[src/rtl/web_resource_ctrl.sv]
// web_resource_ctrl: resource checker and fire sequencer for the web-choice path.
// Checks fluid/energy/tracer stock against the cost of the chosen web, deducts
// on grant, then runs a cooldown; also runs cartridge reload and energy recharge.
// Optional feature macro: TRACER_RELOAD_EN (reload exit also refills tracers to 63).
module web_resource_ctrl #(
  parameter int unsigned FLUID_MAX       = 12,
  parameter int unsigned TRACER_INIT     = 32,
  parameter int unsigned COOLDOWN_CYCLES = 4,
  parameter int unsigned RELOAD_CYCLES   = 16,
  parameter int unsigned RECHARGE_PERIOD = 64
) (
  input  logic       clk,
  input  logic       reset,
  input  logic [7:0] choice,
  input  logic       fire_req,
  input  logic       cartridge_present,
  output logic       busy,
  output logic       fire_ok,
  output logic       deny,
  output logic [2:0] deny_code,
  output logic [2:0] web_id,
  output logic       reload_done,
  output logic [3:0] fluid,
  output logic [7:0] energy,
  output logic [5:0] tracers
);

  localparam int unsigned DIV_W = $clog2(RECHARGE_PERIOD);

  typedef enum logic [1:0] {
    S_IDLE     = 2'd0,
    S_CHECK    = 2'd1,
    S_COOLDOWN = 2'd2,
    S_RELOAD   = 2'd3
  } state_t;

  state_t             state_q, state_d;
  logic [7:0]         choice_q, choice_d;
  logic [2:0]         web_id_q, web_id_d;
  logic [3:0]         fluid_q, fluid_d;
  logic [7:0]         energy_q, energy_d, energy_sub;
  logic [5:0]         tracers_q, tracers_d;
  logic [DIV_W-1:0]   div_q, div_d;
  logic [15:0]        cnt_q, cnt_d;
  logic               busy_q, busy_d;
  logic               fire_ok_q, fire_ok_d;
  logic               deny_q, deny_d;
  logic [2:0]         deny_code_q, deny_code_d;
  logic               reload_done_q, reload_done_d;
  logic               div_wrap;

  // Fluid cost per web index (0 = swing ... 7 = reload).
  function automatic logic [3:0] fluid_cost(input logic [2:0] id);
    case (id)
      3'd0:    fluid_cost = 4'd1;
      3'd1:    fluid_cost = 4'd1;
      3'd2:    fluid_cost = 4'd2;
      3'd3:    fluid_cost = 4'd4;
      3'd4:    fluid_cost = 4'd1;
      3'd5:    fluid_cost = 4'd3;
      default: fluid_cost = 4'd0;
    endcase
  endfunction

  // Energy cost per web index.
  function automatic logic [7:0] energy_cost(input logic [2:0] id);
    case (id)
      3'd1:    energy_cost = 8'd4;
      3'd2:    energy_cost = 8'd2;
      3'd4:    energy_cost = 8'd16;
      3'd5:    energy_cost = 8'd8;
      3'd6:    energy_cost = 8'd1;
      default: energy_cost = 8'd0;
    endcase
  endfunction

  // Tracer cost per web index; only the tracer web consumes one.
  function automatic logic [5:0] tracer_cost(input logic [2:0] id);
    case (id)
      3'd6:    tracer_cost = 6'd1;
      default: tracer_cost = 6'd0;
    endcase
  endfunction

  // True when exactly one bit of the choice vector is set.
  function automatic logic is_onehot(input logic [7:0] v);
    is_onehot = (v != 8'd0) && ((v & (v - 8'd1)) == 8'd0);
  endfunction

  // Map choice bit position to web index (bit7 -> 0 ... bit0 -> 7).
  function automatic logic [2:0] choice_to_id(input logic [7:0] v);
    choice_to_id = 3'd0;
    for (int i = 0; i < 8; i++) begin
      if (v[i]) begin
        choice_to_id = 3'(7 - i);
      end
    end
  endfunction

  assign div_wrap = (div_q == DIV_W'(RECHARGE_PERIOD - 1));

  // Next-state, resource update and pulse generation.
  always_comb begin
    state_d       = state_q;
    choice_d      = choice_q;
    web_id_d      = web_id_q;
    fluid_d       = fluid_q;
    energy_sub    = energy_q;
    tracers_d     = tracers_q;
    cnt_d         = cnt_q;
    fire_ok_d     = 1'b0;
    deny_d        = 1'b0;
    deny_code_d   = 3'b000;
    reload_done_d = 1'b0;

    case (state_q)
      S_IDLE: begin
        if (fire_req) begin
          choice_d = choice;
          web_id_d = choice_to_id(choice);
          state_d  = S_CHECK;
        end else begin
          state_d  = S_IDLE;
        end
      end
      S_CHECK: begin
        state_d = S_IDLE;
        if (!is_onehot(choice_q)) begin
          deny_d      = 1'b1;
          deny_code_d = 3'b100;
        end else if ((web_id_q == 3'd7) && !cartridge_present) begin
          deny_d      = 1'b1;
          deny_code_d = 3'b101;
        end else if (fluid_q < fluid_cost(web_id_q)) begin
          deny_d      = 1'b1;
          deny_code_d = 3'b001;
        end else if (energy_q < energy_cost(web_id_q)) begin
          deny_d      = 1'b1;
          deny_code_d = 3'b010;
        end else if (tracers_q < tracer_cost(web_id_q)) begin
          deny_d      = 1'b1;
          deny_code_d = 3'b011;
        end else if (web_id_q == 3'd7) begin
          cnt_d   = 16'(RELOAD_CYCLES);
          state_d = S_RELOAD;
        end else begin
          fluid_d    = fluid_q - fluid_cost(web_id_q);
          energy_sub = energy_q - energy_cost(web_id_q);
          tracers_d  = tracers_q - tracer_cost(web_id_q);
          fire_ok_d  = 1'b1;
          cnt_d      = 16'(COOLDOWN_CYCLES);
          state_d    = S_COOLDOWN;
        end
      end
      S_COOLDOWN: begin
        cnt_d = cnt_q - 16'd1;
        if (cnt_q <= 16'd1) begin
          state_d = S_IDLE;
        end else begin
          state_d = S_COOLDOWN;
        end
      end
      S_RELOAD: begin
        cnt_d = cnt_q - 16'd1;
        if (cnt_q <= 16'd1) begin
          fluid_d       = 4'(FLUID_MAX);
          reload_done_d = 1'b1;
`ifdef TRACER_RELOAD_EN
          tracers_d     = 6'd63;
`else
          tracers_d     = tracers_q;
`endif
          state_d       = S_IDLE;
        end else begin
          state_d = S_RELOAD;
        end
      end
      default: begin
        state_d = S_IDLE;
      end
    endcase

    // Recharge applies after any deduction so a coincident wrap nets cost-1.
    if (div_wrap && (energy_sub != 8'hFF)) begin
      energy_d = energy_sub + 8'd1;
    end else begin
      energy_d = energy_sub;
    end
    if (div_wrap) begin
      div_d = '0;
    end else begin
      div_d = div_q + DIV_W'(1);
    end
    busy_d = (state_d != S_IDLE);
  end

  // State and output registers with synchronous reset.
  always_ff @(posedge clk) begin
    if (reset) begin
      state_q       <= S_IDLE;
      choice_q      <= 8'd0;
      web_id_q      <= 3'd0;
      fluid_q       <= 4'(FLUID_MAX);
      energy_q      <= 8'd255;
      tracers_q     <= 6'(TRACER_INIT);
      div_q         <= '0;
      cnt_q         <= 16'd0;
      busy_q        <= 1'b0;
      fire_ok_q     <= 1'b0;
      deny_q        <= 1'b0;
      deny_code_q   <= 3'b000;
      reload_done_q <= 1'b0;
    end else begin
      state_q       <= state_d;
      choice_q      <= choice_d;
      web_id_q      <= web_id_d;
      fluid_q       <= fluid_d;
      energy_q      <= energy_d;
      tracers_q     <= tracers_d;
      div_q         <= div_d;
      cnt_q         <= cnt_d;
      busy_q        <= busy_d;
      fire_ok_q     <= fire_ok_d;
      deny_q        <= deny_d;
      deny_code_q   <= deny_code_d;
      reload_done_q <= reload_done_d;
    end
  end

  assign busy        = busy_q;
  assign fire_ok     = fire_ok_q;
  assign deny        = deny_q;
  assign deny_code   = deny_code_q;
  assign web_id      = web_id_q;
  assign reload_done = reload_done_q;
  assign fluid       = fluid_q;
  assign energy      = energy_q;
  assign tracers     = tracers_q;

endmodule

[config.mk]
export PLATFORM = sky130hd
export DESIGN_NAME = web_resource_ctrl
export DESIGN_NICKNAME = d
export VERILOG_FILES = /design/src/rtl/web_resource_ctrl.sv
export SDC_FILE = /design/constraint.sdc
export NUM_CORES = 1
export LEC_CHECK = 0
export ABC_AREA = 1
export BUFFER_PORTS_ARGS = -buffer_cell sky130_fd_sc_hd__buf_2
export CORE_MARGIN = 8
export CORE_UTILIZATION = 25
export DETAILED_ROUTE_END_ITERATION = 8
export HOLD_SLACK_MARGIN = 0.06
export SLEW_MARGIN = 20
export SYNTH_ARGS = -nofsm -noshare
export SYNTH_HDL_FRONTEND = slang
export SYNTH_SLANG_ARGS = --single-unit
[constraint.sdc]
create_clock -name clk -period 2.6 [get_ports clk]
set_input_delay 0 -clock clk [delete_from_list [all_inputs] [get_ports clk]]
set_output_delay 0 -clock clk [all_outputs]
set_load 0.02 [all_outputs]
==> impl_metrics.env, run 1 <==
export IMPL_num_io_pins=40
export IMPL_synth_area_sq_um=3610
export IMPL_p_leak_nw=2.34
export IMPL_synthFlopType="dfxtp_1"
export IMPL_cp_max_fo=8
export IMPL_regArea_sq_um=1210
export IMPL_critPathSlowestCell="dfxtp_4"
export IMPL_clkSlewWorstSetupHoldPaths_ns=0.05
export IMPL_hold_viol=0
export IMPL_arrival_ns=2.91
export IMPL_worstMarginPinSlew_ns=0.596
export IMPL_multi_input_area_sq_um=2270
export IMPL_htree_num_levels=3
export IMPL_violations="negative setup slack"
export IMPL_slew_headroom=0.598
export IMPL_fin_crit_sh=1.04
export IMPL_setup_viol=7
export IMPL_ys_seq_elements=60
export IMPL_clock_sinks=60
export IMPL_firstDrtPassIters=4
export IMPL_critPathRequiredTime_ns=2.82
export IMPL_cts_tree="done"
export IMPL_maxSlewViolCount=0
export IMPL_worst_r2r_cell_count=20
export IMPL_first_global_vias=3462
export IMPL_hp_class="input port to flip-flop"
export IMPL_outcome="finished, violations left"
export IMPL_wirelength_microns=9780
export IMPL_core_area_sq_um=14300
export IMPL_max_freq_ghz=0.371
export IMPL_cts_made_buffers=9
export IMPL_place_gp_congestion=0.826
export IMPL_final_net_count=644
export IMPL_synth_distinct_cells=44
export IMPL_fillerInstances=1506
export IMPL_hold_depth=4
export IMPL_grt_overflow_total=0
export IMPL_vias_per_cell=4.41
export IMPL_critPathKind="flip-flop to flip-flop"
export IMPL_cp_cell_sequence="inv_4, nor3_4, ha_2, inv_2, fa_2, nand3_2, nand3_4, nand2_4, a21oi_4, nand4_1, o21ai_2, inv_2, ha_4, nand2_4, nor2_4, nand3_2, nand2_4, inv_6, nand2_1, nand3_1"
export IMPL_ant_nets=0
export IMPL_setup_ws_ns=-0.0959
export IMPL_final_setup_skew_ns=0.00584
export IMPL_cts_root_buffer="clkbuf_16"
export IMPL_vias=3545
export IMPL_max_stage_delay_ns=0.36
export IMPL_rows=44
export IMPL_synthArstFlopShare=0
export IMPL_area_growth_pct=37.5
export IMPL_holdWs_ns=0.0917
export IMPL_floorplan_initialDensity=0.252
export IMPL_grt_max_degree=18
export IMPL_drtIter0Drc=147
export IMPL_ys_warn_count=0
export IMPL_io_buffers=39
export IMPL_grt_pass1_wl_microns=16600
export IMPL_avgSynthCellArea_sq_um=6.97
export IMPL_rsz0062_at_grt="true"
export IMPL_drcViolationCount=0
export IMPL_synth_edf_count=0
export IMPL_antenna_found_initial=0
export IMPL_postSynthCellCount=518
export IMPL_startpoint_type="flip-flop"
export IMPL_clockBufferDepth=2
export IMPL_cpMostUsedCell="nand2_4"
export IMPL_syn_nets=547
export IMPL_drive_gt1_frac=0.302
export IMPL_die_y_microns=136
export IMPL_maxCapViolCount=0
export IMPL_antenna_cells=0
export IMPL_end_kind="flip-flop"
export IMPL_vdd_ir_drop_max_mv=0.317
export IMPL_ys_seq_area_frac=0.333
export IMPL_dp_hpwl_microns=7480
export IMPL_avgRoutedWirePerCell_microns=12.2
export IMPL_p_total_mw=3.20
export IMPL_grt_util_all_layers=0.113
export IMPL_dieArea_sq_um=18600
export IMPL_fin_crit_ns=2.70
export IMPL_power_density_nw_per_um2=644
export IMPL_clk_latency_ns=0.34
export IMPL_die_x_microns=136
## worst max-delay path, delay by kind of cell (launching register included)
| kind | cells | cell delay, ns |
|---|---|---|
| and+or+nand+nor | 11 | 1.11 |
| DFF | 1 | 0.36 |
| AOI/OAI and AO/OA | 2 | 0.17 |
| buffers and inverters | 4 | 0.24 |
| adders and majority gates | 3 | 0.70 |
## synthesized netlist by cell type (7+ instances only)
cell,count,area (sq um)
ha_1,15,188
inv_1,81,304
nor2_2,8,50.1
a21oi_1,33,165
nand2_1,81,304
xor2_1,9,78.8
nand2_2,7,43.8
nor2_4,8,90.1
nand3_1,42,210
o21ai_0,25,125
nor2_1,62,233
nand3_2,7,70.1
nand4_1,8,50.1
dfxtp_1,60,1200
nor3_1,16,80.1
## final timing paths
path                            slack [ns]       from          end
worst max-delay path                  -0.1  web_id[2]    energy[3]
worst min-delay path                  0.09   fire_req  choice_q[2]
worst max register to register        -0.1  web_id[2]    energy[3]
worst min register to register        0.45   div_q[0]     div_q[0]
## power by group
group | switching (mW) | leakage, nW | total, mW | internal, mW
Combinational | 0.583 | 1.71 | 0.961 | 0.378
Sequential | 0.0849 | 0.492 | 1.09 | 1.01
Clock | 0.413 | 0.139 | 1.15 | 0.735
## logic make-up (layout without fill, tap and decap cells)
family / Yosys count / after routing / synth area share
flops: 60 / 60 / 0.333
simple gates: 255 / 255 / 0.352
xor+xnor: 9 / 9 / 0.0218
compound gates: 83 / 83 / 0.132
fa+ha+maj: 17 / 17 / 0.0630
buf+inv: 94 / 196 / 0.0991
## metal layers
| metal | wire length (microns) | global-route usage |
|---|---|---|
| met1 | 4460 | 0.135 |
| met2 | 4700 | 0.186 |
| met3 | 467 | 0.0314 |
| met4 | 149 | 0.0500 |
| met5 | 0 | 0 |
## state kept, by name (all words and copies together) (netlist names), 2 cells and up
signal	flops
cnt_q	16
choice_q	8
energy	8
div_q	6
tracers	6
fluid	4
deny_code	3
web_id	3
state_q	2
## layout make-up
type                            count  area share
Clock buffer                       11      0.0469
Clock inverter                      5      0.0106
Inverter                           88      0.0705
Multi-Input combinational cell    364       0.458
Sequential cell                    60       0.244
Tap cell                          184      0.0463
Timing Repair Buffer               92       0.124
## layout by cell type, fill, tap and decap left out, types with 11 or more instances in the layout
cell type / n
nand3_1: 33
nand2_2: 14
nor2_4: 11
buf_2: 39
a21oi_1: 31
nor2_1: 57
o21ai_0: 24
inv_1: 74
nor3_1: 14
nand3_2: 13
nand2_1: 72
buf_4: 44
dfxtp_1: 57
## per-stage QoR
step	cell area, sq um	utilization	worst slack [ns]	TNS, ns	cells
3_5_place_dp	4310	0.301	-0.0975	-0.591	767
4_1_cts	4820	0.337	-0.0257	-0.141	798
5_1_grt	4970	0.347	-0.268	-1.98	804
2_1_floorplan	3670	-	0.00136	0	518
3_3_place_gp	4310	0.301	-0.0760	-0.484	767
6_report	4970	0.347	-0.0959	-0.597	804
## timing repair
item	in CTS	in global routing
endpoints found under the hold margin	15	0
endpoints found under the setup margin	8	22
pin swaps	10	15
hold buffers	9	0
gates resized for setup	13	33
buffers inserted	6	6
Power figures use the tool's default switching activity.
==> run 2: changes to the inputs <==
--- a/config.mk
+++ b/config.mk
@@ -7,10 +7,14 @@
 export LEC_CHECK = 0
 export ABC_AREA = 1
 export BUFFER_PORTS_ARGS = -buffer_cell sky130_fd_sc_hd__buf_2
+export CELL_PAD_IN_SITES_DETAIL_PLACEMENT = 0
+export CELL_PAD_IN_SITES_GLOBAL_PLACEMENT = 1
 export CORE_MARGIN = 8
 export CORE_UTILIZATION = 25
 export DETAILED_ROUTE_END_ITERATION = 8
 export HOLD_SLACK_MARGIN = 0.06
+export PLACE_DENSITY_LB_ADDON = 0.1
+export SETUP_SLACK_MARGIN = 0.4
 export SLEW_MARGIN = 20
 export SYNTH_ARGS = -nofsm -noshare
 export SYNTH_HDL_FRONTEND = slang
==> run 2 against run 1 <==
Net effect:
- the run still ends with negative setup slack left
- sequential share of layout area shrank 1.6 points
- sequential power is essentially flat
- utilization grew 2.5 points
- worst setup slack gained 0.022 ns
- cell count grew 2.7%
- register-to-register slack gained 0.02 ns
- highest routed layer is now met5
==> impl_metrics.env, run 2 (synthesis results as in run 1) <==
export IMPL_hp_class="input port to flip-flop"
export IMPL_num_io_pins=40
export IMPL_r2r_start="web_id[2]"
export IMPL_cts_root_buffer="clkbuf_16"
export IMPL_drtIter0Drc=148
export IMPL_startpoint_type="flip-flop"
export IMPL_final_cell_mix="inv_1, nand2_1, buf_4, nor2_1, dfxtp_1"
export IMPL_maxCapViolCount=0
export IMPL_max_freq_ghz=0.374
export IMPL_slew_headroom=0.584
export IMPL_setup_viol=7
export IMPL_grt_max_degree=18
export IMPL_arrival_ns=2.89
export IMPL_die_x_microns=136
export IMPL_p_leak_nw=2.48
export IMPL_min_from="reset"
export IMPL_cts_tree="done"
export IMPL_maxSlewViolCount=0
export IMPL_cp_cell_sequence="inv_4, nor3_4, ha_2, inv_2, fa_2, nand3_2, nand3_2, nand2_2, a21oi_4, nand4_1, nand2_1, o21ai_2, inv_2, buf_4, buf_4, buf_4, nand4_1, nand2_1, nand2_1, nand3_1"
export IMPL_largest_register_ffs=16
export IMPL_max_stage_delay_ns=0.37
export IMPL_dp_hpwl_microns=8430
export IMPL_critPathRequiredTime_ns=2.82
export IMPL_core_area_sq_um=14300
export IMPL_power_density_nw_per_um2=644
export IMPL_worstMarginPinSlew_ns=0.623
export IMPL_critPathSlowestCell="fa_2"
export IMPL_clockBufferDepth=2
export IMPL_antenna_cells=0
export IMPL_avgRoutedWirePerCell_microns=13.6
export IMPL_vias_per_cell=4.50
export IMPL_r2r_end="energy[5]"
export IMPL_vdd_ir_drop_max_mv=0.268
export IMPL_drcViolationCount=0
export IMPL_critPathKind="flip-flop to flip-flop"
export IMPL_layout_commonest_cell="inv_1"
export IMPL_dieArea_sq_um=18600
export IMPL_cts_made_buffers=9
export IMPL_rows=44
export IMPL_fin_area_sq_um=5330
export IMPL_clkSlewWorstSetupHoldPaths_ns=0.05
export IMPL_grt_overflow_total=0
export IMPL_clk_latency_ns=0.34
export IMPL_area_growth_pct=47.6
export IMPL_vias=3718
export IMPL_hold_end="cnt_q[14]"
export IMPL_place_gp_congestion=0.750
export IMPL_place_ws_ns=-0.197
export IMPL_fin_crit_ns=2.67
export IMPL_r2r_slack_ns=-0.07
export IMPL_htree_num_levels=3
export IMPL_antenna_found_initial=1
export IMPL_ant_nets=0
export IMPL_drive_gt1_frac=0.379
export IMPL_first_global_vias=3589
export IMPL_p_total_mw=3.43
export IMPL_regMostFlops="cnt_q"
export IMPL_hold_viol=0
export IMPL_worst_r2r_cell_count=20
export IMPL_fin_crit_sh=1.03
export IMPL_firstDrtPassIters=4
export IMPL_floorplan_initialDensity=0.252
export IMPL_final_setup_skew_ns=0.0104
export IMPL_post_route_util=0.372
export IMPL_grt_util_all_layers=0.124
export IMPL_violations="negative setup slack"
export IMPL_end_kind="flip-flop"
export IMPL_die_y_microns=136
export IMPL_post_dp_cell_area_sq_um=4430
export IMPL_hold_depth=3
export IMPL_grt_pass1_wl_microns=17900
export IMPL_cp_max_fo=4
export IMPL_final_net_count=668
export IMPL_rsz0062_at_grt="true"
export IMPL_wirelength_microns=11200
export IMPL_outcome="finished, violations left"
export IMPL_setup_ws_ns=-0.0738
export IMPL_clock_sinks=60
export IMPL_io_buffers=39
run 2: through the flow:
stage          hold WS [ns]  TNS [ns]  cells
2_1_floorplan         0.142         0    518
6_report              0.101    -0.410    826
3_3_place_gp          0.271     -1.12    781
4_1_cts              0.0901    -0.400    817
5_1_grt               0.110     -1.90    826
3_5_place_dp          0.277     -1.34    781
run 2: repair_timing:
item                                   in CTS  in global routing
pin swaps                                  18                 21
endpoints found under the hold margin      10                  0
setup buffers                              14                  9
setup endpoints to repair                  35                 39
cloned                                      0                  0
gates resized for setup                    43                 47
hold buffers                                8                  0
run 2: layout make-up:
| type | count | area [sq um] |
|---|---|---|
| clock buffers | 12 | 256 |
| clock inverters | 2 | 35.0 |
| fillers | 1555 | 8980 |
| inverters | 88 | 353 |
| multi-input cells | 364 | 2420 |
| flip-flops and latches | 60 | 1210 |
| well taps | 184 | 230 |
| repair buffers | 116 | 823 |
run 2: critical path, delay by kind of cell (launching register included):
kind,cells,cell delay [ns]
DFF,1,0.36
and+or+nand+nor,10,0.93
AOI/OAI and AO/OA,2,0.16
adders and majority gates,2,0.57
buffers and inverters,6,0.54
run 2: worst max-delay path by stage:
stage | from | to | slack [ns] | depth (start not counted)
3_5_place_dp | web_id[1] | energy[3] | -0.20 | 21
5_1_grt | web_id[2] | energy[3] | -0.25 | 20
6_report | web_id[2] | energy[5] | -0.07 | 20
3_3_place_gp | web_id[1] | energy[2] | -0.15 | 21
4_1_cts | web_id[1] | energy[3] | -0.07 | 20
2_1_floorplan | web_id[2] | energy[4] | 0.003 | 20
run 2: per-layer routing:
| metal | GRT usage | vias to the layer above | share of wire | wire, microns |
|---|---|---|---|---|
| met4 | 0.0494 | 2 | 0.014 | 159 |
| met5 | 0 | - | 0.00071 | 8 |
| met3 | 0.0377 | 15 | 0.051 | 571 |
| li1 | - | 1938 | - | - |
| met2 | 0.206 | 44 | 0.47 | 5300 |
| met1 | 0.148 | 1719 | 0.46 | 5200 |
run 2: where the power goes:
group | total (mW) | leakage, nW | switching, mW | internal (mW)
clock network | 1.20 | 0.145 | 0.423 | 0.781
logic | 1.13 | 1.84 | 0.671 | 0.463
registers | 1.09 | 0.491 | 0.0873 | 1.01
total | 3.43 | 2.48 | 1.18 | 2.25
